### config.mk
export PLATFORM = sky130hd
export DESIGN_NAME = mem_arbiter_flat
export DESIGN_NICKNAME = d
export VERILOG_FILES = /design/src/rtl/mem_arb_pkg.sv /design/src/rtl/mem_arbiter_if.sv /design/src/rtl/rr_arbiter2.sv /design/src/rtl/mem_arbiter.sv /design/src/flat_wrapper.sv
export SDC_FILE = /design/constraint.sdc
export NUM_CORES = 1
export LEC_CHECK = 0
export ABC_AREA = 0
export BUFFER_PORTS_ARGS = -buffer_cell sky130_fd_sc_hd__buf_2
export CAP_MARGIN = 20
export CORE_AREA = 2 2 176 178
export CTS_CLUSTER_DIAMETER = 80
export DETAILED_ROUTE_END_ITERATION = 16
export DIE_AREA = 0 0 178 180
export GPL_TIMING_DRIVEN = 1
export MAX_ROUTING_LAYER = met4
export SLEW_MARGIN = 10
export SYNTH_ARGS = -nofsm -noshare
export SYNTH_HDL_FRONTEND = slang
export SYNTH_HIERARCHICAL = 1
export SYNTH_SLANG_ARGS = --single-unit
### constraint.sdc
create_clock -name clk -period 2.33 [get_ports clk]
set_input_delay 0.466 -clock clk [delete_from_list [all_inputs] [get_ports clk]]
set_output_delay 0.466 -clock clk [all_outputs]
set_load 0.05 [all_outputs]
### src/rtl/mem_arb_pkg.sv
// mem_arb_pkg: shared types and constants for the fetch/data memory arbiter
package mem_arb_pkg;
  typedef enum logic [1:0] {IDLE, ISSUE, WAIT, RESP} arbState;
  localparam logic REQ_IF = 1'b0;
  localparam logic REQ_D = 1'b1;
  localparam logic [63:0] BASE_ADDR_DEFAULT = 64'h8000_0000;
  localparam int DW_OFF_W = 3;
endpackage

### src/rtl/mem_arbiter_if.sv
// mem_arbiter_if: requester handshakes plus the memory port of the arbiter
interface mem_arbiter_if #(parameter int ADDR_W = 12);
  logic if_req_valid, if_req_ready, if_resp_valid;
  logic [63:0] if_req_addr;
  logic [31:0] if_resp_data;
  logic d_req_valid, d_req_ready, d_req_we, d_resp_valid;
  logic [63:0] d_req_addr, d_req_wdata, d_resp_data;
  logic [7:0] d_req_wstrb;
  logic mem_en, mem_we;
  logic [ADDR_W-1:0] mem_addr;
  logic [63:0] mem_wdata, mem_rdata;
  logic [7:0] mem_wstrb;
  modport slave(
    input if_req_valid, if_req_addr, d_req_valid, d_req_addr, d_req_we, d_req_wdata, d_req_wstrb, mem_rdata,
    output if_req_ready, if_resp_valid, if_resp_data, d_req_ready, d_resp_valid, d_resp_data,
    output mem_en, mem_we, mem_addr, mem_wdata, mem_wstrb
  );
  modport master(
    output if_req_valid, if_req_addr, d_req_valid, d_req_addr, d_req_we, d_req_wdata, d_req_wstrb, mem_rdata,
    input if_req_ready, if_resp_valid, if_resp_data, d_req_ready, d_resp_valid, d_resp_data,
    input mem_en, mem_we, mem_addr, mem_wdata, mem_wstrb
  );
endinterface

### src/rtl/rr_arbiter2.sv
// rr_arbiter2: two-way round-robin grant; on contention the requester not granted last wins
module rr_arbiter2 import mem_arb_pkg::*; (
  input  logic [1:0] req,
  input  logic       lastGnt,
  output logic [1:0] gnt
);
  assign gnt = (req == 2'b11) ? ((lastGnt == REQ_IF) ? 2'b10 : 2'b01) : req;
endmodule

### src/rtl/mem_arbiter.sv
// mem_arbiter: shares one synchronous RAM between instruction fetch and data load/store,
// one outstanding transaction at a time.
module mem_arbiter import mem_arb_pkg::*; #(
  parameter int MEM_LATENCY = 1,
  parameter int ADDR_W = 12,
  parameter logic [63:0] BASE_ADDR = BASE_ADDR_DEFAULT
) (
  input logic clk,
  input logic reset,
  mem_arbiter_if.slave bus
);
  localparam int CW = $clog2(MEM_LATENCY + 1);
  arbState state;
  logic lastGnt, owner, weL, hiWord, hs, winner;
  logic [CW-1:0] cnt;
  logic [1:0] gnt;
  logic [63:0] reqAddr;
  logic [ADDR_W-1:0] memIdx;
  rr_arbiter2 u_rr (.req({bus.d_req_valid, bus.if_req_valid}), .lastGnt(lastGnt), .gnt(gnt));
  assign bus.if_req_ready = (state == IDLE) && gnt[REQ_IF];
  assign bus.d_req_ready = (state == IDLE) && gnt[REQ_D];
  assign hs = (state == IDLE) && (gnt != 2'b00);
  assign winner = gnt[REQ_D];
  assign reqAddr = winner ? bus.d_req_addr : bus.if_req_addr;
  // Bits above the window fall off here, so out-of-range addresses alias.
  assign memIdx = ADDR_W'((reqAddr - BASE_ADDR) >> DW_OFF_W);
  always_ff @(posedge clk) begin
    if (!reset) begin
      state <= IDLE;
      lastGnt <= REQ_IF;
      owner <= REQ_IF;
      weL <= 1'b0;
      hiWord <= 1'b0;
      cnt <= '0;
      bus.mem_en <= 1'b0;
      bus.mem_we <= 1'b0;
      bus.mem_addr <= '0;
      bus.mem_wdata <= '0;
      bus.mem_wstrb <= '0;
      bus.if_resp_valid <= 1'b0;
      bus.if_resp_data <= '0;
      bus.d_resp_valid <= 1'b0;
      bus.d_resp_data <= '0;
    end else begin
      case (state)
        IDLE: if (hs) begin
          state <= ISSUE;
          lastGnt <= winner;
          owner <= winner;
          weL <= winner && bus.d_req_we;
          hiWord <= reqAddr[2];
          bus.mem_en <= 1'b1;
          bus.mem_we <= winner && bus.d_req_we;
          bus.mem_addr <= memIdx;
          bus.mem_wdata <= winner ? bus.d_req_wdata : '0;
          bus.mem_wstrb <= winner ? bus.d_req_wstrb : '0;
        end
        ISSUE: begin
          state <= WAIT;
          cnt <= CW'(MEM_LATENCY);
          bus.mem_en <= 1'b0;
          bus.mem_we <= 1'b0;
          bus.mem_addr <= '0;
          bus.mem_wdata <= '0;
          bus.mem_wstrb <= '0;
        end
        WAIT: if (cnt == CW'(1)) begin
          state <= RESP;
          bus.if_resp_valid <= owner == REQ_IF;
          bus.if_resp_data <= (owner == REQ_IF) ? (hiWord ? bus.mem_rdata[63:32] : bus.mem_rdata[31:0]) : '0;
          bus.d_resp_valid <= owner == REQ_D;
          bus.d_resp_data <= (owner == REQ_D && !weL) ? bus.mem_rdata : '0;
        end else begin
          cnt <= cnt - CW'(1);
        end
        RESP: begin
          state <= IDLE;
          bus.if_resp_valid <= 1'b0;
          bus.if_resp_data <= '0;
          bus.d_resp_valid <= 1'b0;
          bus.d_resp_data <= '0;
        end
        default: state <= IDLE;
      endcase
    end
  end
endmodule

### src/flat_wrapper.sv
// flat-port wrapper written by rule: the top's interface ports become plain ports
module mem_arbiter_flat import mem_arb_pkg::*;
#(
  parameter int MEM_LATENCY = 1,
  parameter int ADDR_W = 12,
  parameter logic [63:0] BASE_ADDR = BASE_ADDR_DEFAULT
)
  (clk, reset, bus_if_req_valid, bus_if_req_addr, bus_d_req_valid, bus_d_req_addr, bus_d_req_we, bus_d_req_wdata, bus_d_req_wstrb, bus_mem_rdata, bus_if_req_ready, bus_if_resp_valid, bus_if_resp_data, bus_d_req_ready, bus_d_resp_valid, bus_d_resp_data, bus_mem_en, bus_mem_we, bus_mem_addr, bus_mem_wdata, bus_mem_wstrb);
  mem_arbiter_if #(.ADDR_W(ADDR_W)) bus_i ();
  input logic clk;
  input logic reset;
  input wire logic [$bits(bus_i.if_req_valid)-1:0] bus_if_req_valid;
  input wire logic [$bits(bus_i.if_req_addr)-1:0] bus_if_req_addr;
  input wire logic [$bits(bus_i.d_req_valid)-1:0] bus_d_req_valid;
  input wire logic [$bits(bus_i.d_req_addr)-1:0] bus_d_req_addr;
  input wire logic [$bits(bus_i.d_req_we)-1:0] bus_d_req_we;
  input wire logic [$bits(bus_i.d_req_wdata)-1:0] bus_d_req_wdata;
  input wire logic [$bits(bus_i.d_req_wstrb)-1:0] bus_d_req_wstrb;
  input wire logic [$bits(bus_i.mem_rdata)-1:0] bus_mem_rdata;
  output wire logic [$bits(bus_i.if_req_ready)-1:0] bus_if_req_ready;
  output wire logic [$bits(bus_i.if_resp_valid)-1:0] bus_if_resp_valid;
  output wire logic [$bits(bus_i.if_resp_data)-1:0] bus_if_resp_data;
  output wire logic [$bits(bus_i.d_req_ready)-1:0] bus_d_req_ready;
  output wire logic [$bits(bus_i.d_resp_valid)-1:0] bus_d_resp_valid;
  output wire logic [$bits(bus_i.d_resp_data)-1:0] bus_d_resp_data;
  output wire logic [$bits(bus_i.mem_en)-1:0] bus_mem_en;
  output wire logic [$bits(bus_i.mem_we)-1:0] bus_mem_we;
  output wire logic [$bits(bus_i.mem_addr)-1:0] bus_mem_addr;
  output wire logic [$bits(bus_i.mem_wdata)-1:0] bus_mem_wdata;
  output wire logic [$bits(bus_i.mem_wstrb)-1:0] bus_mem_wstrb;
  assign bus_i.if_req_valid = bus_if_req_valid;
  assign bus_i.if_req_addr = bus_if_req_addr;
  assign bus_i.d_req_valid = bus_d_req_valid;
  assign bus_i.d_req_addr = bus_d_req_addr;
  assign bus_i.d_req_we = bus_d_req_we;
  assign bus_i.d_req_wdata = bus_d_req_wdata;
  assign bus_i.d_req_wstrb = bus_d_req_wstrb;
  assign bus_i.mem_rdata = bus_mem_rdata;
  assign bus_if_req_ready = bus_i.if_req_ready;
  assign bus_if_resp_valid = bus_i.if_resp_valid;
  assign bus_if_resp_data = bus_i.if_resp_data;
  assign bus_d_req_ready = bus_i.d_req_ready;
  assign bus_d_resp_valid = bus_i.d_resp_valid;
  assign bus_d_resp_data = bus_i.d_resp_data;
  assign bus_mem_en = bus_i.mem_en;
  assign bus_mem_we = bus_i.mem_we;
  assign bus_mem_addr = bus_i.mem_addr;
  assign bus_mem_wdata = bus_i.mem_wdata;
  assign bus_mem_wstrb = bus_i.mem_wstrb;
  mem_arbiter #(.MEM_LATENCY(MEM_LATENCY), .ADDR_W(ADDR_W), .BASE_ADDR(BASE_ADDR)) u_core (.clk(clk), .reset(reset), .bus(bus_i));
endmodule
Word level (Yosys, flattened, before mapping) --
Cells that the tools add are included.
Storage, ports and cells: register bits 190, input port bits 269, output and inout port bits 186
Cells by class: $add $sub $neg 2, eq/ne operators 6, multiplexer cells 31, bitwise logic cells 1, reduce and logical (&&, ||, !) cells 15
Operators by type and width (count):
- two-way mux 64 bit | 4
- case mux 64 bit (2 select lines) | 2
- two-way mux 32 bit | 3
- case mux 32 bit (2 select lines) | 1
- case mux 12 bit (2 select lines) | 1
- two-way mux 8 bit | 2
- case mux 8 bit (2 select lines) | 1
- two-way mux 15 bit | 1
- subtractor 15 x 1 -> 15 bit, second input constant | 1
- two-way mux 12 bit | 1
- case mux 1 bit (2 select lines) | 5
- two-way mux 2 bit | 4
- case mux 2 bit (4 select lines) | 1
- AND reduction 2 bit | 4
- nonzero test 2 bit | 4
- == test 2 bit, second input constant | 3
- logical AND 1 bit | 5
- two-way mux 1 bit | 5
- != test 2 x 1 -> 1 bit, second input constant | 2
- == test 2 x 1 -> 1 bit, second input constant | 1
- zero test 2 bit | 1
- zero test 1 bit | 1
- NOT 1 bit | 1
- subtractor 1 bit, second input constant | 1

Logic depth before layout (Yosys ltp) --
word-level depth 6, gate-level depth with buffers 7, depth with buffers taken out 5

By module --
Netlist, hierarchy kept.
By module, submodules not included:
- mem_arbiter | times used 1, cells an instance 843, area an instance 7400.8 um^2
- rr_arbiter2 | times used 1, cells an instance 3, area an instance 18.8 um^2

Worst setup path before layout --
No wires, ideal clock.
path kind input -> output, from input port bus_d_req_valid, to output port bus_d_req_ready, data arrival time 1614 ps, required time 1864 ps, setup slack 250 ps, stages 4, cells stage by stage a21boi_0 -> buf_2 -> buf_2 -> and2_1
On the way: word-level cells in the longest chain between the ends 3
RTL lines:
- start: declaration | line flat_wrapper.sv:14 | input wire logic [$bits(bus_i.d_req_valid)-1:0] bus_d_req_valid;
- == test 2 bit | line rr_arbiter2.sv:7 | assign gnt = (req == 2'b11) ? ((lastGnt == REQ_IF) ? 2'b10 : 2'b01) : req;
- two-way mux 2 bit * | line rr_arbiter2.sv:7
- logical AND 1 bit * | line mem_arbiter.sv:21 | assign bus.d_req_ready = (state == IDLE) && gnt[REQ_D];
- end: declaration | line flat_wrapper.sv:23 | output wire logic [$bits(bus_i.d_req_ready)-1:0] bus_d_req_ready;
Every way passes the cells marked *; elsewhere a longest branch is shown, timed or not.

Worst setup path after layout --
from register u_core.state[0], to output port bus_d_req_ready
On the way: word-level cells in the longest chain between the ends 2
RTL lines:
- start: declaration | line mem_arbiter.sv:13 | arbState state;
- start signal: assignment | line mem_arbiter.sv:29 | state <= IDLE;
- start signal: assignment | line mem_arbiter.sv:47 | state <= ISSUE;
- start signal: assignment | line mem_arbiter.sv:59 | state <= WAIT;
- zero test 2 bit | line mem_arbiter.sv:21
- logical AND 1 bit | line mem_arbiter.sv:21
No other way between the ends.

==> run metrics <==
status=finished, final reports clean; total CTS buffers=17; CP Data Arrival Time=1.72 ns; # setup viols final=0; Worst-path clk slew=0.08 ns; EDFF count, synth=0; Final Non-Filler Cells=1568; DIE WIDTH=178 um; CP required=1.86 ns; largest net degree at the start of global routing=73; Vias=7437; vias per inst=4.74; final instance area=10300 sq um; post-CTS setup buffer count=0; Avg Inst Size Synth=8.77 sq um; IO Pins=455; Max Fanout on Critical Path=6; fin crit share=93.9%; Post-Syn Instances=846; Max VDD drop=517 uV; f_max=457 MHz; FP Rows=64; Fin. Hold Viols=0; CTS tree=built; number of port buffers=352; WL final=26.6 mm; vias in the first global route=6949; drc violations=0; dpl cell area=9640 sq um; crit start category=register; initial antenna violation count=6; Total GRT Usage=16.4%; min Tclk post-route=2.19 ns; Routed Antenna Nets=0; Initial Util=24.6%; wire per inst=17.0 um; gpl congestion=0.810; Layout area overhead=38.7%; CTS Sinks=190; die height=180 um; Synth Flop Type=dfxtp_1; grt ovf=0; library cells used by synthesis=32; clk_skew=0.0123 ns; Post-DP HPWL=18.3 mm; RSZ-0062 raised after global routing=false; drt pass-1 iters=6; Hold WC Path Type=input pin to register; maximum clock path buffer count=2; Post-Place Setup Slack=0.297 ns; Seq/Total Area, Yosys=51.3%; fin. max-slew vios=0; asr flop ratio synth=0%; CTS Hold Bufs=0; clock root cell=clkbuf_16; die area=32000 sq um; Synth Register Bits=190; syn_nets=1122; share of layout cells above drive strength 1=37.6%; Post-Syn Area=7420 sq um; Worst Setup Slack, final=0.141 ns; H-tree Lvls=4; Lkg Pwr=4.45 nW; total core area=30200 sq um; setup TNS=0 ns; first-pass GRT wire length=40.0 mm; max-cap viol count=0; CP endpoint kind=primary output; P per Cell Area=1230 nW/um^2; Slew @ Worst Pin=0.799 ns; Final Net Count=1430; Slew headroom=46.7%; worst skew pair latency=0.44 ns; # placed instances=1531; number of fill cells in the layout=3151; Ys Warns=6; Crit Path Category=register to primary output; Core Util, Final=34.1%; drt initial violations=461
layer usage:
layer | share of wire, % | global-route usage (%) | vias to the layer above
met3 | 6.7 | 3.74 | 19
met5 | 0 | - | -
li1 | - | - | 3634
met2 | 48 | 25.4 | 269
met4 | 1.3 | 4.69 | 0
met1 | 44 | 21.2 | 3515
kinds of logic (layout without fill, tap and decap cells):
family | after synthesis | count (layout) | share of synthesized area (%)
buffers and inverters | 96 | 416 | 5.23
AOI/OAI and AO/OA | 266 | 266 | 20.5
adders and majority gates | 7 | 7 | 1.18
and+or+nand+nor | 240 | 240 | 15.5
other | 0 | 6 | 0
muxes | 47 | 47 | 6.37
DFF | 190 | 190 | 51.3
worst paths after layout:
| check | from | depth (start not counted) | endpoint | slack [ns] |
|---|---|---|---|---|
| worst min-delay path | bus_d_req_wstrb[0] | 3 | u_core/bus.mem_wstrb[0] | 0.27 |
| worst max register to register | u_core/state[1] | 7 | u_core/bus.mem_wdata[42] | 0.34 |
| worst max-delay path | u_core/state[0] | 5 | bus_d_req_ready | 0.14 |
| worst min register to register | u_core/bus.d_resp_data[31] | 2 | u_core/bus.d_resp_data[31] | 0.45 |
area by class of cell:
| class | instances | area, sq um | share of cell area, % |
|---|---|---|---|
| inverters | 8 | 32.5 | 0.316 |
| clock inverters | 13 | 188 | 1.82 |
| repair buffers | 377 | 2040 | 19.8 |
| multi-input cells | 560 | 3270 | 31.8 |
| flip-flops and latches | 190 | 3810 | 37.0 |
| clock buffers | 18 | 439 | 4.27 |
| well taps | 396 | 495 | 4.82 |
| diodes | 6 | 15.0 | 0.146 |
power by group:
| group | internal, W | switching (W) | total, W |
|---|---|---|---|
| Sequential | 0.00374 | 0.000266 | 0.00400 |
| Combinational | 0.00142 | 0.00399 | 0.00541 |
| Clock | 0.00183 | 0.00138 | 0.00321 |
| Total | 0.00699 | 0.00564 | 0.0126 |
registers in the layout, indices dropped and copies added (netlist names):
signal / cells
u_core/bus.if_resp_valid: 1
u_core/bus.d_resp_valid: 1
u_core/bus.mem_wstrb: 8
u_core/bus.mem_wdata: 64
u_core/bus.if_resp_data: 32
u_core/weL: 1
u_core/bus.mem_we: 1
u_core/hiWord: 1
u_core/cnt: 1
u_core/owner: 1
u_core/bus.d_resp_data: 64
u_core/state: 2
u_core/bus.mem_addr: 12
u_core/bus.mem_en: 1
critical path, cell delays in order (launching register included):
cell,delay (ns)
dfxtp_2,0.39
inv_1,0.09
ha_1,0.22
buf_4,0.16
and2_1,0.20
clkbuf_4,0.23
placed cells by master (no fill, tap or decap), drive strengths merged, types with 2 or more instances in the layout:
master    count
a31o         13
mux2          2
nand2        71
mux2i        45
a21boi        2
bufinv        4
clkbuf       19
ha            7
nand3b        2
dfxtp       190
nor3b         2
clkinv        4
nor2          8
inv          10
nor4         13
or2           2
buf         376
diode         6
clkinvlp      3
nand3       137
o2bb2ai      31
o21ai        74
a21oi       141
Yosys cell counts, types with 2 or more instances:
master,n,area share (%)
dfxtp_1,190,51
or2_2,2,0.17
nor4_1,13,1.1
buf_1,5,0.25
mux2i_1,45,6.1
buf_2,22,1.5
mux2_2,2,0.30
ha_1,7,1.2
nand2_1,71,3.6
clkbuf_1,61,3.1
a21oi_1,141,9.5
nand3_1,137,9.2
nor2_1,8,0.40
nand3b_1,2,0.20
a31o_2,13,1.5
o21ai_0,74,5.0
inv_1,8,0.40
o2bb2ai_1,31,3.7
what timing repair did:
item	4_1_cts	5_1_grt
resized for setup	1	4
endpoints found under the hold margin	0	0
pin swaps	0	0
endpoints found under the setup margin	1	2
metrics by stage:
stage	total power [W]	hold slack (ns)
2_1_floorplan	0.00784	0.466
3_3_place_gp	0.00944	0.436
3_5_place_dp	0.00947	0.441
4_1_cts	0.0127	0.247
5_1_grt	0.0132	0.261
6_report	0.0126	0.273
(Power assumes the default switching activity.)
